## src/rtl/dual_port_ram_be_pkg.sv

```systemverilog
// -----------------------------------------------------------------------------
// dual_port_ram_pkg
// Shared types and helpers for the byte-enabled simple dual-port RAM.
//   ram_state_t : init sequencer states (CLEAR while wiping, RUN afterwards)
//   RDW_OLD/NEW : same-address read-during-write selection codes
//   byte_merge  : overlay enabled bytes of a new word onto an old word
// -----------------------------------------------------------------------------
package dual_port_ram_pkg;

    typedef enum logic {
        CLEAR = 1'b0,
        RUN   = 1'b1
    } ram_state_t;

    localparam int RDW_OLD = 0;
    localparam int RDW_NEW = 1;

    // Widest word the merge helper handles; callers zero-extend into it and
    // truncate the result back to their own width.
    localparam int MAX_DATA_W = 512;
    localparam int MAX_BE_W   = MAX_DATA_W / 8;

    // Byte k of the result is new_word's byte k when be[k] is set, else
    // old_word's byte k. Used by both the write path and the read bypass so
    // the two can never disagree.
    function automatic logic [MAX_DATA_W-1:0] byte_merge(
        input logic [MAX_DATA_W-1:0] old_word,
        input logic [MAX_DATA_W-1:0] new_word,
        input logic [MAX_BE_W-1:0]   be
    );
        logic [MAX_DATA_W-1:0] merged;
        merged = old_word;
        for (int k = 0; k < MAX_BE_W; k++) begin
            merged[8*k +: 8] = be[k] ? new_word[8*k +: 8] : old_word[8*k +: 8];
        end
        return merged;
    endfunction

endpackage

```

## src/rtl/dual_port_ram_be_if.sv

```systemverilog
// -----------------------------------------------------------------------------
// dual_port_ram_be_if
// Write/read port bundle of the byte-enabled dual-port RAM.
//   master : client side (drives requests, receives dout/rd_valid/init_busy)
//   slave  : RAM side
// -----------------------------------------------------------------------------
interface dual_port_ram_be_if #(
    parameter int DATA_W = 8,
    parameter int DEPTH  = 16,
    parameter int ADDR_W = $clog2(DEPTH)
) ();
    logic                wr_enb;
    logic [ADDR_W-1:0]   wr_addr;
    logic [DATA_W/8-1:0] wr_be;
    logic [DATA_W-1:0]   din;
    logic                rd_enb;
    logic [ADDR_W-1:0]   rd_addr;
    logic [DATA_W-1:0]   dout;
    logic                rd_valid;
    logic                init_busy;

    modport master (
        output wr_enb, wr_addr, wr_be, din, rd_enb, rd_addr,
        input  dout, rd_valid, init_busy
    );

    modport slave (
        input  wr_enb, wr_addr, wr_be, din, rd_enb, rd_addr,
        output dout, rd_valid, init_busy
    );
endinterface

```

## src/rtl/dual_port_ram_be_rd_pipe.sv

```systemverilog
// -----------------------------------------------------------------------------
// ram_rd_pipe
// Read-data output pipeline: 1 or 2 register stages, valid travels with data.
//   clock, rst       : clock, synchronous active-high reset (clears all stages)
//   i_valid, i_data  : read word accepted this cycle
//   o_valid, o_data  : registered result; o_data holds when no new result
// -----------------------------------------------------------------------------
module ram_rd_pipe #(
    parameter int DATA_W       = 8,
    parameter int READ_LATENCY = 1
) (
    input  logic              clock,
    input  logic              rst,
    input  logic              i_valid,
    input  logic [DATA_W-1:0] i_data,
    output logic              o_valid,
    output logic [DATA_W-1:0] o_data
);
    logic              w_valid;
    logic [DATA_W-1:0] w_data;
    logic              r_valid;
    logic [DATA_W-1:0] r_data;

    generate
        if (READ_LATENCY == 2) begin : g_stage
            logic              r_stg_valid;
            logic [DATA_W-1:0] r_stg_data;

            // Extra capture stage for the 2-cycle latency option.
            always_ff @(posedge clock) begin
                if (rst) begin
                    r_stg_valid <= 1'b0;
                    r_stg_data  <= '0;
                end else begin
                    r_stg_valid <= i_valid;
                    r_stg_data  <= i_data;
                end
            end

            assign w_valid = r_stg_valid;
            assign w_data  = r_stg_data;
        end else begin : g_direct
            assign w_valid = i_valid;
            assign w_data  = i_data;
        end
    endgenerate

    // Output stage: dout only moves when a new result arrives.
    always_ff @(posedge clock) begin
        if (rst) begin
            r_valid <= 1'b0;
            r_data  <= '0;
        end else begin
            r_valid <= w_valid;
            if (w_valid) begin
                r_data <= w_data;
            end
        end
    end

    assign o_valid = r_valid;
    assign o_data  = r_data;
endmodule

```

## src/rtl/dual_port_ram_be.sv

```systemverilog
// -----------------------------------------------------------------------------
// dual_port_ram_be
// Simple dual-port synchronous RAM with byte enables, selectable
// read-during-write behaviour, 1/2-cycle read latency and a post-reset clear.
//   clock : single clock, rising edge
//   rst   : synchronous active-high reset; restarts the clear sequence
//   bus   : slave side of dual_port_ram_be_if (write port, read port,
//           dout/rd_valid/init_busy)
// -----------------------------------------------------------------------------
module dual_port_ram_be
    import dual_port_ram_pkg::*;
#(
    parameter int DATA_W       = 8,
    parameter int DEPTH        = 16,
    parameter int ADDR_W       = $clog2(DEPTH),
    parameter int READ_LATENCY = 1,
    parameter int RDW_MODE     = 0
) (
    input  logic                  clock,
    input  logic                  rst,
    dual_port_ram_be_if.slave     bus
);
    localparam bit L_BYPASS = (RDW_MODE == RDW_NEW) && (RDW_MODE != RDW_OLD);

    ram_state_t        r_state;
    ram_state_t        w_state_nxt;
    logic [ADDR_W-1:0] r_clr_ptr;
    logic [ADDR_W-1:0] w_clr_ptr_nxt;
    logic              r_init_busy;

    logic [DATA_W-1:0] r_mem [DEPTH];

    logic              w_mem_we;
    logic [ADDR_W-1:0] w_mem_addr;
    logic [DATA_W-1:0] w_mem_data;
    logic [DATA_W-1:0] w_wr_merge;

    logic              w_rd_acc;
    logic              w_rd_hit;
    logic [DATA_W-1:0] w_rd_old;
    logic [DATA_W-1:0] w_rd_new;
    logic [DATA_W-1:0] w_rd_word;

    logic              w_pipe_valid;
    logic [DATA_W-1:0] w_pipe_data;

    // Init sequencer next-state: walk clr_ptr across the array, then run.
    always_comb begin
        w_state_nxt   = r_state;
        w_clr_ptr_nxt = r_clr_ptr;
        case (r_state)
            CLEAR: begin
                w_clr_ptr_nxt = r_clr_ptr + ADDR_W'(1);
                if (r_clr_ptr == ADDR_W'(DEPTH - 1)) begin
                    w_state_nxt = RUN;
                end else begin
                    w_state_nxt = CLEAR;
                end
            end
            RUN: begin
                w_state_nxt = RUN;
            end
            default: begin
                w_state_nxt   = CLEAR;
                w_clr_ptr_nxt = '0;
            end
        endcase
    end

    // Init sequencer state register; reset always restarts the clear at 0.
    always_ff @(posedge clock) begin
        if (rst) begin
            r_state     <= CLEAR;
            r_clr_ptr   <= '0;
            r_init_busy <= 1'b1;
        end else begin
            r_state     <= w_state_nxt;
            r_clr_ptr   <= w_clr_ptr_nxt;
            r_init_busy <= (w_state_nxt == CLEAR);
        end
    end

    assign w_wr_merge = DATA_W'(byte_merge(MAX_DATA_W'(r_mem[bus.wr_addr]),
                                           MAX_DATA_W'(bus.din),
                                           MAX_BE_W'(bus.wr_be)));

    // Single memory write port shared by the clear sequencer and the client.
    always_comb begin
        w_mem_we   = 1'b0;
        w_mem_addr = bus.wr_addr;
        w_mem_data = w_wr_merge;
        if (rst) begin
            w_mem_we = 1'b0;
        end else if (r_state == CLEAR) begin
            w_mem_we   = 1'b1;
            w_mem_addr = r_clr_ptr;
            w_mem_data = '0;
        end else if (bus.wr_enb && (|bus.wr_be)) begin
            w_mem_we = 1'b1;
        end else begin
            w_mem_we = 1'b0;
        end
    end

    // Storage array; intentionally not reset, the sequencer wipes it.
    always_ff @(posedge clock) begin
        if (w_mem_we) begin
            r_mem[w_mem_addr] <= w_mem_data;
        end
    end

    assign w_rd_acc = (r_state == RUN) && bus.rd_enb;
    assign w_rd_hit = bus.wr_enb && (bus.wr_addr == bus.rd_addr);
    assign w_rd_old = r_mem[bus.rd_addr];
    assign w_rd_new = DATA_W'(byte_merge(MAX_DATA_W'(w_rd_old),
                                         MAX_DATA_W'(bus.din),
                                         MAX_BE_W'(bus.wr_be)));

    // Read word selection: bypass only on a same-address collision.
    always_comb begin
        w_rd_word = w_rd_old;
        if (L_BYPASS && w_rd_hit) begin
            w_rd_word = w_rd_new;
        end else begin
            w_rd_word = w_rd_old;
        end
    end

    ram_rd_pipe #(
        .DATA_W      (DATA_W),
        .READ_LATENCY(READ_LATENCY)
    ) u_rd_pipe (
        .clock  (clock),
        .rst    (rst),
        .i_valid(w_rd_acc),
        .i_data (w_rd_word),
        .o_valid(w_pipe_valid),
        .o_data (w_pipe_data)
    );

    assign bus.dout      = w_pipe_data;
    assign bus.rd_valid  = w_pipe_valid;
    assign bus.init_busy = r_init_busy;
endmodule

```

## src/flat_wrapper.sv

```systemverilog
// flat-port wrapper written by rule: the top's interface ports become plain ports
module dual_port_ram_be_flat import dual_port_ram_pkg::*;
#(
    parameter int DATA_W       = 8,
    parameter int DEPTH        = 16,
    parameter int ADDR_W       = $clog2(DEPTH),
    parameter int READ_LATENCY = 1,
    parameter int RDW_MODE     = 0
)
  (clock, rst, bus_wr_enb, bus_wr_addr, bus_wr_be, bus_din, bus_rd_enb, bus_rd_addr, bus_dout, bus_rd_valid, bus_init_busy);
  dual_port_ram_be_if #(.DATA_W(DATA_W), .DEPTH(DEPTH), .ADDR_W(ADDR_W)) bus_i ();
  input  logic clock;
  input  logic rst;
  input wire logic [$bits(bus_i.wr_enb)-1:0] bus_wr_enb;
  input wire logic [$bits(bus_i.wr_addr)-1:0] bus_wr_addr;
  input wire logic [$bits(bus_i.wr_be)-1:0] bus_wr_be;
  input wire logic [$bits(bus_i.din)-1:0] bus_din;
  input wire logic [$bits(bus_i.rd_enb)-1:0] bus_rd_enb;
  input wire logic [$bits(bus_i.rd_addr)-1:0] bus_rd_addr;
  output wire logic [$bits(bus_i.dout)-1:0] bus_dout;
  output wire logic [$bits(bus_i.rd_valid)-1:0] bus_rd_valid;
  output wire logic [$bits(bus_i.init_busy)-1:0] bus_init_busy;
  assign bus_i.wr_enb = bus_wr_enb;
  assign bus_i.wr_addr = bus_wr_addr;
  assign bus_i.wr_be = bus_wr_be;
  assign bus_i.din = bus_din;
  assign bus_i.rd_enb = bus_rd_enb;
  assign bus_i.rd_addr = bus_rd_addr;
  assign bus_dout = bus_i.dout;
  assign bus_rd_valid = bus_i.rd_valid;
  assign bus_init_busy = bus_i.init_busy;
  dual_port_ram_be #(.DATA_W(DATA_W), .DEPTH(DEPTH), .ADDR_W(ADDR_W), .READ_LATENCY(READ_LATENCY), .RDW_MODE(RDW_MODE)) u_core (.clock(clock), .rst(rst), .bus(bus_i));
endmodule
```

## config.mk

```make
export PLATFORM = sky130hd
export DESIGN_NAME = dual_port_ram_be_flat
export DESIGN_NICKNAME = d
export VERILOG_FILES = /design/src/rtl/dual_port_ram_be_pkg.sv /design/src/rtl/dual_port_ram_be_if.sv /design/src/rtl/dual_port_ram_be_rd_pipe.sv /design/src/rtl/dual_port_ram_be.sv /design/src/flat_wrapper.sv
export SDC_FILE = /design/constraint.sdc
export NUM_CORES = 1
export LEC_CHECK = 0
export ABC_AREA = 1
export BUFFER_PORTS_ARGS = -buffer_cell sky130_fd_sc_hd__buf_4
export CORE_MARGIN = 2
export CORE_UTILIZATION = 60
export CTS_BUF_LIST = sky130_fd_sc_hd__clkbuf_4 sky130_fd_sc_hd__clkbuf_8 sky130_fd_sc_hd__clkbuf_16
export DETAILED_ROUTE_END_ITERATION = 8
export PLACE_DENSITY = 0.81
export REMOVE_ABC_BUFFERS = 1
export SYNTH_ARGS = -nofsm -noshare
export SYNTH_HDL_FRONTEND = slang
export SYNTH_HIERARCHICAL = 1
export SYNTH_SLANG_ARGS = --single-unit
export TNS_END_PERCENT = 5
```

## constraint.sdc

```tcl
create_clock -name clock -period 2.1 [get_ports clock]
set_input_delay 0.105 -clock clock [delete_from_list [all_inputs] [get_ports clock]]
set_output_delay 0.105 -clock clock [all_outputs]
set_load 0.01 [all_outputs]
```

==> run metrics, run 1 <==
Post-Synthesis Mean Instance Area=approximately 8.7 µm²; Pwr Density=about 830 nW/µm²; Routed WL=20.6 mm; setup TNS=0 ns; Synth Instances=855; fin util=70.0%; Routed Antenna Nets=0; period utilisation layout=90.3%; Die Ht=around 120 µm; ys flop type=edfxtp_1; final clock skew=between 0.006 and 0.007 ns; CP max-delay cell=dfxtp_1; Bufs and invs on worst path=1; unrepaired setup endpoints after global routing=false; top post-synthesis cells by count=nand2_1 (234), nand3_1 (156), edfxtp_1 (128); # IOs=31; most common cell in the synthesized netlist=nand2_1; Worst-Margin Slew=0.662 ns; Cell variety after synth=26; CP max FO=16; CTS root buffer=clkbuf_16; CTS buffer count=17; Synth Warn #=6; crit-path cells=nor2_4, nand2_1, o21ai_1, nand3_1, nor2_1, buf_4; RD Place Congestion=between 0.9 and 1; antenna violations before repair=0; asr flop ratio synth=0%; first-pass GRT wire length=~32 mm; max-slew violation count=0; status=completed; Final Hold Viols=0; CTS tree=done; Fmax achieved=~530 MHz; final global-route overflow total=0; total track usage=32.5%; layout cells sized above 1=11.5%; Iter 0 DRT Violations=812; DP HPWL=roughly 13 mm; Initial Util=61.5%; via count=between 6,000 and 7,000; dominant cell type by area after synthesis=edfxtp_1; clk sinks=roughly 140; Die X=115 µm; Seq cells post-synth=roughly 140; Crit Path Category=reg2reg; vias per cell=a little over 6; VDD IR max=~670 µV; Area contributors post-synth=edfxtp_1 (52%), nand2_1 (12%), nand3_1 (11%), inv_1 (4.9%), dfxtp_1 (4.0%); sequential-to-total area share from yosys stat=55.9%; core box area=12,100 µm²; Avg WL per Cell=between 15 and 20 µm; Post-Syn Area=roughly 7400 µm²; Yosys top cell area share=between 50% and 60%; number of synthesized flops with an enable pin=128; critical path's top delay family=simple AND/OR/NAND/NOR gates; Worst setup EP type=flip-flop; clock buffer depth=2; Placed Area=7830 µm²; vias in the first global route=6,006; LEAKAGE=approximately 3.6 nW; crit path DAT=about 2 ns; # rows=40; min cycle time layout=1.90 ns; slew margin rel.=55.8%; Port Buffers=30; H-tree level count=4; pin count of the biggest net entering global routing=66; Setup crit start kind=flip-flop; Layout fillers=896; Worst path max stage delay=0.40 ns; drc violations=0; setup violators final=0; Post-layout nets=between 900 and 1,000; clock slew at reported path FFs=0.06 ns; worst hold path class=in2reg; Critical Path RT=2.23 ns; Area Growth Syn to Fin=13.9%; die area=13,300 µm²; worst-skew pair later-pin latency=~0.42 ns; number of max-cap violations=0; post-route cell area=8450 µm²; Hold WS=0.249 ns; drt pass-1 iters=5; Ant. Diodes=0
-- cell type report --
cell class	instances	area (µm²)	share of cell area (%)
sequential	143	4140	49.1
tap	168	210	2.49
timing repair buffer	62	556	6.58
clock inverter	13	170	2.01
inverter	101	380	4.50
multi-input combinational	557	2550	30.2
clock buffer	19	440	5.21
-- cells in the final DEF (no fill, tap or decap), types with 2 or more instances in the layout --
cell type   count
nand2_1       234
nand3_1       156
edfxtp_1      128
inv_1          96
buf_4          54
nor2_1         51
a21oi_1        36
o21ai_0        33
o211ai_1       32
clkbuf_16      17
dfxtp_1        15
buf_12          7
clkinv_2        5
bufinv_16       4
inv_2           4
clkinvlp_4      3
nand2_2         3
nor3_1          3
clkbuf_4        2
clkinv_1        2
o21ai_1         2
-- per-stage QoR --
step                      instances  setup slack [ns]  total power, mW
after CTS                      1063             0.218             7.02
after global placement         1030             0.219             3.95
final                          1063             0.203             7.02
after global routing           1063             0.102             7.21
after detailed placement       1030             0.208             3.96
after floorplan                 801             0.337             3.61
-- cell families (layout without fill, tap and decap cells) --
| group | Yosys count | after routing | synth area share, % |
|---|---|---|---|
| DFF | 143 | 143 | 55.9 |
| adders and majority gates | 1 | 1 | 0.169 |
| buffers and inverters | 155 | 195 | 9.77 |
| and+or+nand+nor | 450 | 450 | 25.7 |
| AOI/OAI and AO/OA | 106 | 106 | 8.45 |
-- power breakdown --
group | switching (mW) | leakage, nW | internal, mW | total, mW
sequential | 0.0244 | 1.30 | 3.18 | 3.20
clock | 1.10 | 0.294 | 1.99 | 3.09
combinational | 0.506 | 1.98 | 0.223 | 0.729
total | 1.63 | 3.57 | 5.39 | 7.02
-- worst paths after layout --
kind                                   start                    endpoint  slack (ns)  cells past startpoint
hold / removal                    bus_rd_enb    u_core/u_rd_pipe/o_valid        0.25                      5
hold reg to reg   u_core/u_rd_pipe/o_data[1]  u_core/u_rd_pipe/o_data[1]        0.47                      2
setup / recovery              u_core/r_state          u_core/r_mem[1][7]        0.20                      6
setup reg to reg              u_core/r_state          u_core/r_mem[1][7]        0.20                      6
-- sequential cells by signal, indices dropped and copies added, names as in the netlist --
register                  cells
u_core/bus.init_busy          1
u_core/u_rd_pipe/o_valid      1
u_core/r_state                1
u_core/r_mem                128
u_core/u_rd_pipe/o_data       8
u_core/r_clr_ptr              4
-- worst register-to-register path, stage by stage (launching register included) --
cell,delay (ns)
dfxtp_1,0.40
nor2_4,0.39
nand2_1,0.10
o21ai_1,0.16
nand3_1,0.18
nor2_1,0.17
buf_4,0.20
-- what timing repair did --
item                                   4_1_cts  5_1_grt
endpoints found under the hold margin        3        0
hold buffers                                 1        0
gates resized for setup                      0        0
buffers inserted                             0        0
-- routing by layer --
layer  vias to the layer above  part of all wire, %  global-route usage [%]  routed length, µm
met5                         -                    0                       0                  0
met4                         0                  5.6                    19.6               1160
met3                        80                   10                    6.91               2100
met2                       417                   47                    52.2               9690
met1                      3009                   37                    40.7               7620
li1                       2915                    -                       -                  -
No activity file was read; power rests on OpenSTA's default activity.
==> run 2, diff against run 1 <==
--- a/config.mk
+++ b/config.mk
@@ -5,12 +5,12 @@
 export SDC_FILE = /design/constraint.sdc
 export NUM_CORES = 1
 export LEC_CHECK = 0
-export ABC_AREA = 1
 export BUFFER_PORTS_ARGS = -buffer_cell sky130_fd_sc_hd__buf_4
 export CORE_MARGIN = 2
 export CORE_UTILIZATION = 60
 export CTS_BUF_LIST = sky130_fd_sc_hd__clkbuf_4 sky130_fd_sc_hd__clkbuf_8 sky130_fd_sc_hd__clkbuf_16
 export DETAILED_ROUTE_END_ITERATION = 8
+export GPL_ROUTABILITY_DRIVEN = 0
 export PLACE_DENSITY = 0.81
 export REMOVE_ABC_BUFFERS = 1
 export SYNTH_ARGS = -nofsm -noshare
==> run metrics, run 2 <==
Ant. Diodes=0; worst slack, placed=0.203 ns; worst hold path class=in2reg; Post-CTS Hold Fix Bufs=0; most common cell in the synthesized netlist=edfxtp_1; Worst-Margin Slew=1.12 ns; # IOs=31; commonest non-fill, non-tap cell in the layout=edfxtp_1; Seq cells post-synth=between 100 and 150; setup TNS=0 ns; worst-skew pair later-pin latency=0.42 ns; Final Hold Viols=0; Port Buffers=30; number of max-cap violations=0; VDD IR max=812 µV; number of flip-flops in the largest register=128; Critical Path RT=2.39 ns; CP max-delay cell=nor2b_1; Post-layout nets=518; Fmax achieved=482 MHz; worst r2r src=u_core/r_state; setup violators final=0; CTS tree=done; die area=approximately 12,000 µm²; ys flop type=edfxtp_1; # rows=38; final setup margin=roughly 0.026 ns; r2r endpoint=u_core/r_mem[6][1]; CTS resizes=0; final clock skew=approximately 0.0053 ns; Yosys top cell area share=56.5%; slew margin rel.=about a quarter; min cycle time layout=roughly 2.1 ns; fin util=74.8%; crit-path cells=nor2_1, nor2b_1, a32oi_1, nand2_1, buf_12; clock buffer depth=2; core box area=10,900 µm²; commonest non-fill, non-tap cells in the layout=edfxtp_1 (128), buf_4 (87), mux2i_1 (71); LEAKAGE=3.10 nW; Cell variety after synth=40; asr flop ratio synth=0%; crit path DAT=approximately 2.4 ns; dominant cell type by area after synthesis=edfxtp_1; Iter 0 DRT Violations=around 500; drc violations=0; Area contributors post-synth=edfxtp_1 (56%), mux2i_1 (10%), mux4_1 (9.3%), mux4_2 (5.6%), dfxtp_1 (4.4%); R2R cell count=5; vias per cell=6.94; Die Ht=111 µm; pin count of the biggest net entering global routing=34; final global-route overflow total=0; via count=4,502; sequential-to-total area share from yosys stat=60.9%; max-slew violation count=0; Avg WL per Cell=~28 µm; Worst path max stage delay=between 0.8 and 0.9 ns; vias in the first global route=4,608; Synth Warn #=6; drt pass-1 iters=6; clk sinks=143; overall power=6.85 mW; setup slack, reg-to-reg=0.03 ns; Routed WL=17.9 mm; status=completed; antenna violations before repair=0; total track usage=30.3%; post-CTS setup buffers=0; Crit Path Category=reg2reg; H-tree level count=4; Area Growth Syn to Fin=20.2%; Initial Util=between 60% and 70%; Routed Antenna Nets=0; CTS root buffer=clkbuf_16; Die X=between 100 and 150 µm; top post-synthesis cells by count=edfxtp_1 (128), mux2i_1 (71), nor2_1 (31); Synth Instances=~410; clock slew at reported path FFs=about 0.060 ns; period utilisation layout=a little over nine tenths; min-delay src=rst; layout cells sized above 1=28.7%; worst hold stages=3; Post-Syn Area=6810 µm²; DP HPWL=11.8 mm; Largest Register=u_core/r_mem; Post-Synthesis Mean Instance Area=16.5 µm²; worst min-delay path endpoint=u_core/r_clr_ptr[2]; first-pass GRT wire length=27.0 mm; CP max FO=16; unrepaired setup endpoints after global routing=false; Setup crit start kind=flip-flop; Worst setup EP type=flip-flop; CTS buffer count=17; number of synthesized flops with an enable pin=128; Pwr Density=between 800 and 900 nW/µm²
[run 2: cell count changes after synthesis, sizes merged, moves of 5 or more]
cell and delta:
nor2 -22, nand2 -223, buf -26, a31oi +5, o211ai -32, a22oi +30, nor2b +5, a21oi -34
mux2i +71, mux4 +41, a32oi +7, nand3 -146, o21ai -36, inv -97
[run 2: metrics by stage]
step,std cells,hold slack (ns),instance area [µm²]
after floorplan,384,0.177,6630
after global placement,617,0.474,7580
after detailed placement,617,0.497,7580
after CTS,649,0.0797,8180
after global routing,649,0.115,8180
final,649,0.101,8180
[run 2: where the power goes]
part	internal, mW	leakage (nW)	total [mW]	switching [mW]
combinational	0.278	1.51	0.604	0.327
sequential	3.18	1.30	3.21	0.0285
clock	1.93	0.296	3.03	1.10
[run 2: cell type report]
type | instances | area, µm²
Fill cell | 652 | 2760
Tap cell | 140 | 175
Clock inverter | 10 | 138
Clock buffer | 22 | 463
Timing Repair Buffer | 93 | 773
Inverter | 3 | 11.3
Sequential cell | 143 | 4140
Multi-Input combinational cell | 238 | 2480
[run 2: worst max-delay path: cells and delay by family, from the launching register on]
family / cells / cell delay (ns)
flops: 1 / 0.42
buf+inv: 1 / 0.15
simple gates: 3 / 1.17
compound gates: 1 / 0.18
[run 2: how the worst max path moves through the flow]
stage | slack [ns] | cells past startpoint | end | from
floorplan | 0.03 | 4 | u_core/r_mem[5][0] | u_core/r_state
detailed placement | 0.20 | 6 | u_core/u_rd_pipe/o_data[5] | bus_rd_addr[0]
global placement | 0.27 | 6 | u_core/u_rd_pipe/o_data[1] | bus_rd_addr[0]
finish | 0.03 | 5 | u_core/r_mem[6][1] | u_core/r_state
CTS | 0.20 | 5 | u_core/r_mem[6][1] | u_core/r_state
global route | 0.09 | 5 | u_core/r_mem[3][7] | u_core/r_state
[run 2: logic make-up (layout without fill, tap and decap cells)]
family                     count (synthesis)  count (layout)  share of synthesized area, %
adders and majority gates                  1               1                         0.184
muxes                                    114             114                          25.7
buffers and inverters                     32             128                          2.76
xor gates and xnor gates                   3               3                         0.386
DFF                                      143             143                          60.9
AOI/OAI and AO/OA                         45              45                          4.94
and+or+nand+nor                           75              75                          5.20
[run 2: layer usage]
| layer | vias up | global-route usage [%] | part of all wire, % |
|---|---|---|---|
| met1 | 2267 | 39.6 | 38 |
| met2 | 304 | 47.1 | 47 |
| met4 | 0 | 16.7 | 4.4 |
| met5 | - | 0 | 0 |
| met3 | 69 | 7.24 | 11 |
| li1 | 1862 | - | - |
==> run 3, diff against run 2 <==
--- a/config.mk
+++ b/config.mk
@@ -6,6 +6,7 @@
 export NUM_CORES = 1
 export LEC_CHECK = 0
 export BUFFER_PORTS_ARGS = -buffer_cell sky130_fd_sc_hd__buf_4
+export CORE_ASPECT_RATIO = 1.25
 export CORE_MARGIN = 2
 export CORE_UTILIZATION = 60
 export CTS_BUF_LIST = sky130_fd_sc_hd__clkbuf_4 sky130_fd_sc_hd__clkbuf_8 sky130_fd_sc_hd__clkbuf_16
==> run metrics, run 3 (synthesis gave the netlist of run 2 again) <==
# rows=43; Port Buffers=30; Critical Path RT=2.22 ns; Hold WS=~0.017 ns; Iter 0 DRT Violations=560; Avg WL per Cell=27.9 µm; Area Growth Syn to Fin=19.1%; CTS buffer count=17; CP max-delay cell=dfxtp_1; vias in the first global route=4,382; max-slew violation count=0; Sequential cell area=4140 µm²; clock slew at reported path FFs=approximately 0.060 ns; LEAKAGE=3.05 nW; clk sinks=143; CP max FO=13; status=completed; Ant. Diodes=0; post-CTS setup buffers=0; Finished Layout Cells=636; period utilisation layout=about nine tenths; DP HPWL=11.1 mm; crit path DAT=2.05 ns; min cycle time layout=1.93 ns; post-route cell area=approximately 8100 µm²; Initial Util=approximately three fifths; VDD IR max=about 540 µV; final global-route overflow total=0; Final Hold Viols=0; Worst setup EP type=flip-flop; number of max-cap violations=0; H-tree level count=4; number of flip-flops in the largest register=approximately 130; Worst-Margin Slew=0.702 ns; Routed Antenna Nets=0; first-pass GRT wire length=25.9 mm; core box area=11,100 µm²; dpl cells=around 600; commonest non-fill, non-tap cells in the layout=edfxtp_1 (128), buf_4 (80), mux2i_1 (71); layout cells sized above 1=approximately 28%; vias per cell=7.09; Fmax achieved=slightly above 500 MHz; Setup crit start kind=flip-flop; CTS root buffer=clkbuf_16; Crit Path Category=reg2reg; commonest non-fill, non-tap cell in the layout=edfxtp_1; Placed Area=7500 µm²; final clock skew=0.00815 ns; worst-skew pair later-pin latency=0.42 ns; Routed WL=17.7 mm; # IOs=31; drc violations=0; Pwr Density=848 nW/µm²; Die Ht=approximately 120 µm; crit-path cells=nor2_1, buf_4, nor3b_1, a31oi_1, nor2_1, buf_4; drt pass-1 iters=7; Post-layout nets=a little over 500; clock buffer depth=2; CTS tree=done; die area=12,200 µm²; Worst path max stage delay=0.46 ns; Die X=99.3 µm; antenna violations before repair=0; slew margin rel.=between 50% and 60%; setup violators final=0; multi-input logic area=2480 µm²; Largest Register=u_core/r_mem; unrepaired setup endpoints after global routing=false; worst hold path class=in2reg; Post-CTS Hold Fix Bufs=0; Layout fillers=616; CTS resizes=0; overall power=6.87 mW; pin count of the biggest net entering global routing=41; via count=4,509; setup TNS=0 ns; total track usage=a little under a third
==> run 3: cell count changes in the layout (fill, tap and decap cells not counted), sizes merged <==
cell	before	now
clkbuf	22	19
clkinv	4	5
inv	4	6
buf	93	85
==> run 3: routing by layer <==
metal | global-route usage [%] | wire, µm | share of wire, % | vias up
met1 | 37.2 | 6390 | 36 | 2256
met2 | 48.1 | 8580 | 48 | 330
met5 | 0 | 0 | 0 | -
li1 | - | - | - | 1858
met3 | 9.44 | 1890 | 11 | 65
met4 | 15.4 | 866 | 4.9 | 0
==> run 3: final cells by class <==
class / instances / area share [%]
Multi-Input combinational cell: 238 / 30.5
Sequential cell: 143 / 51.1
Clock buffer: 19 / 5.43
Tap cell: 135 / 2.08
Inverter: 3 / 0.139
Clock inverter: 13 / 2.02
Timing Repair Buffer: 85 / 8.64
==> run 3: path summary, 6_finish.rpt <==
kind	start	endpoint	slack, ns	cells past startpoint
max	u_core/r_state	u_core/r_mem[13][1]	0.17	6
min	rst	u_core/u_rd_pipe/o_data[6]	0.02	2
max reg2reg	u_core/r_state	u_core/r_mem[13][1]	0.17	6
min reg2reg	u_core/u_rd_pipe/o_data[4]	u_core/u_rd_pipe/o_data[4]	0.49	2
==> run 3: critical path, delay by kind of cell, from the launching register on <==
kind / cells / cell delay [ns]
AOI/OAI and AO/OA: 1 / 0.16
buffers and inverters: 2 / 0.42
DFF: 1 / 0.46
and+or+nand+nor: 3 / 0.59
==> run 3: where the power goes <==
part	internal, mW	switching [mW]
registers	3.18	0.0289
clock network	1.90	1.17
logic	0.274	0.324
total	5.35	1.52
==> run 3: per-stage QoR <==
stage	setup slack (ns)	util, %
2_1_floorplan	0.0280	-
3_3_place_gp	0.276	67.7
3_5_place_dp	0.232	67.7
4_1_cts	0.212	73.1
5_1_grt	0.0968	73.1
6_report	0.174	73.1
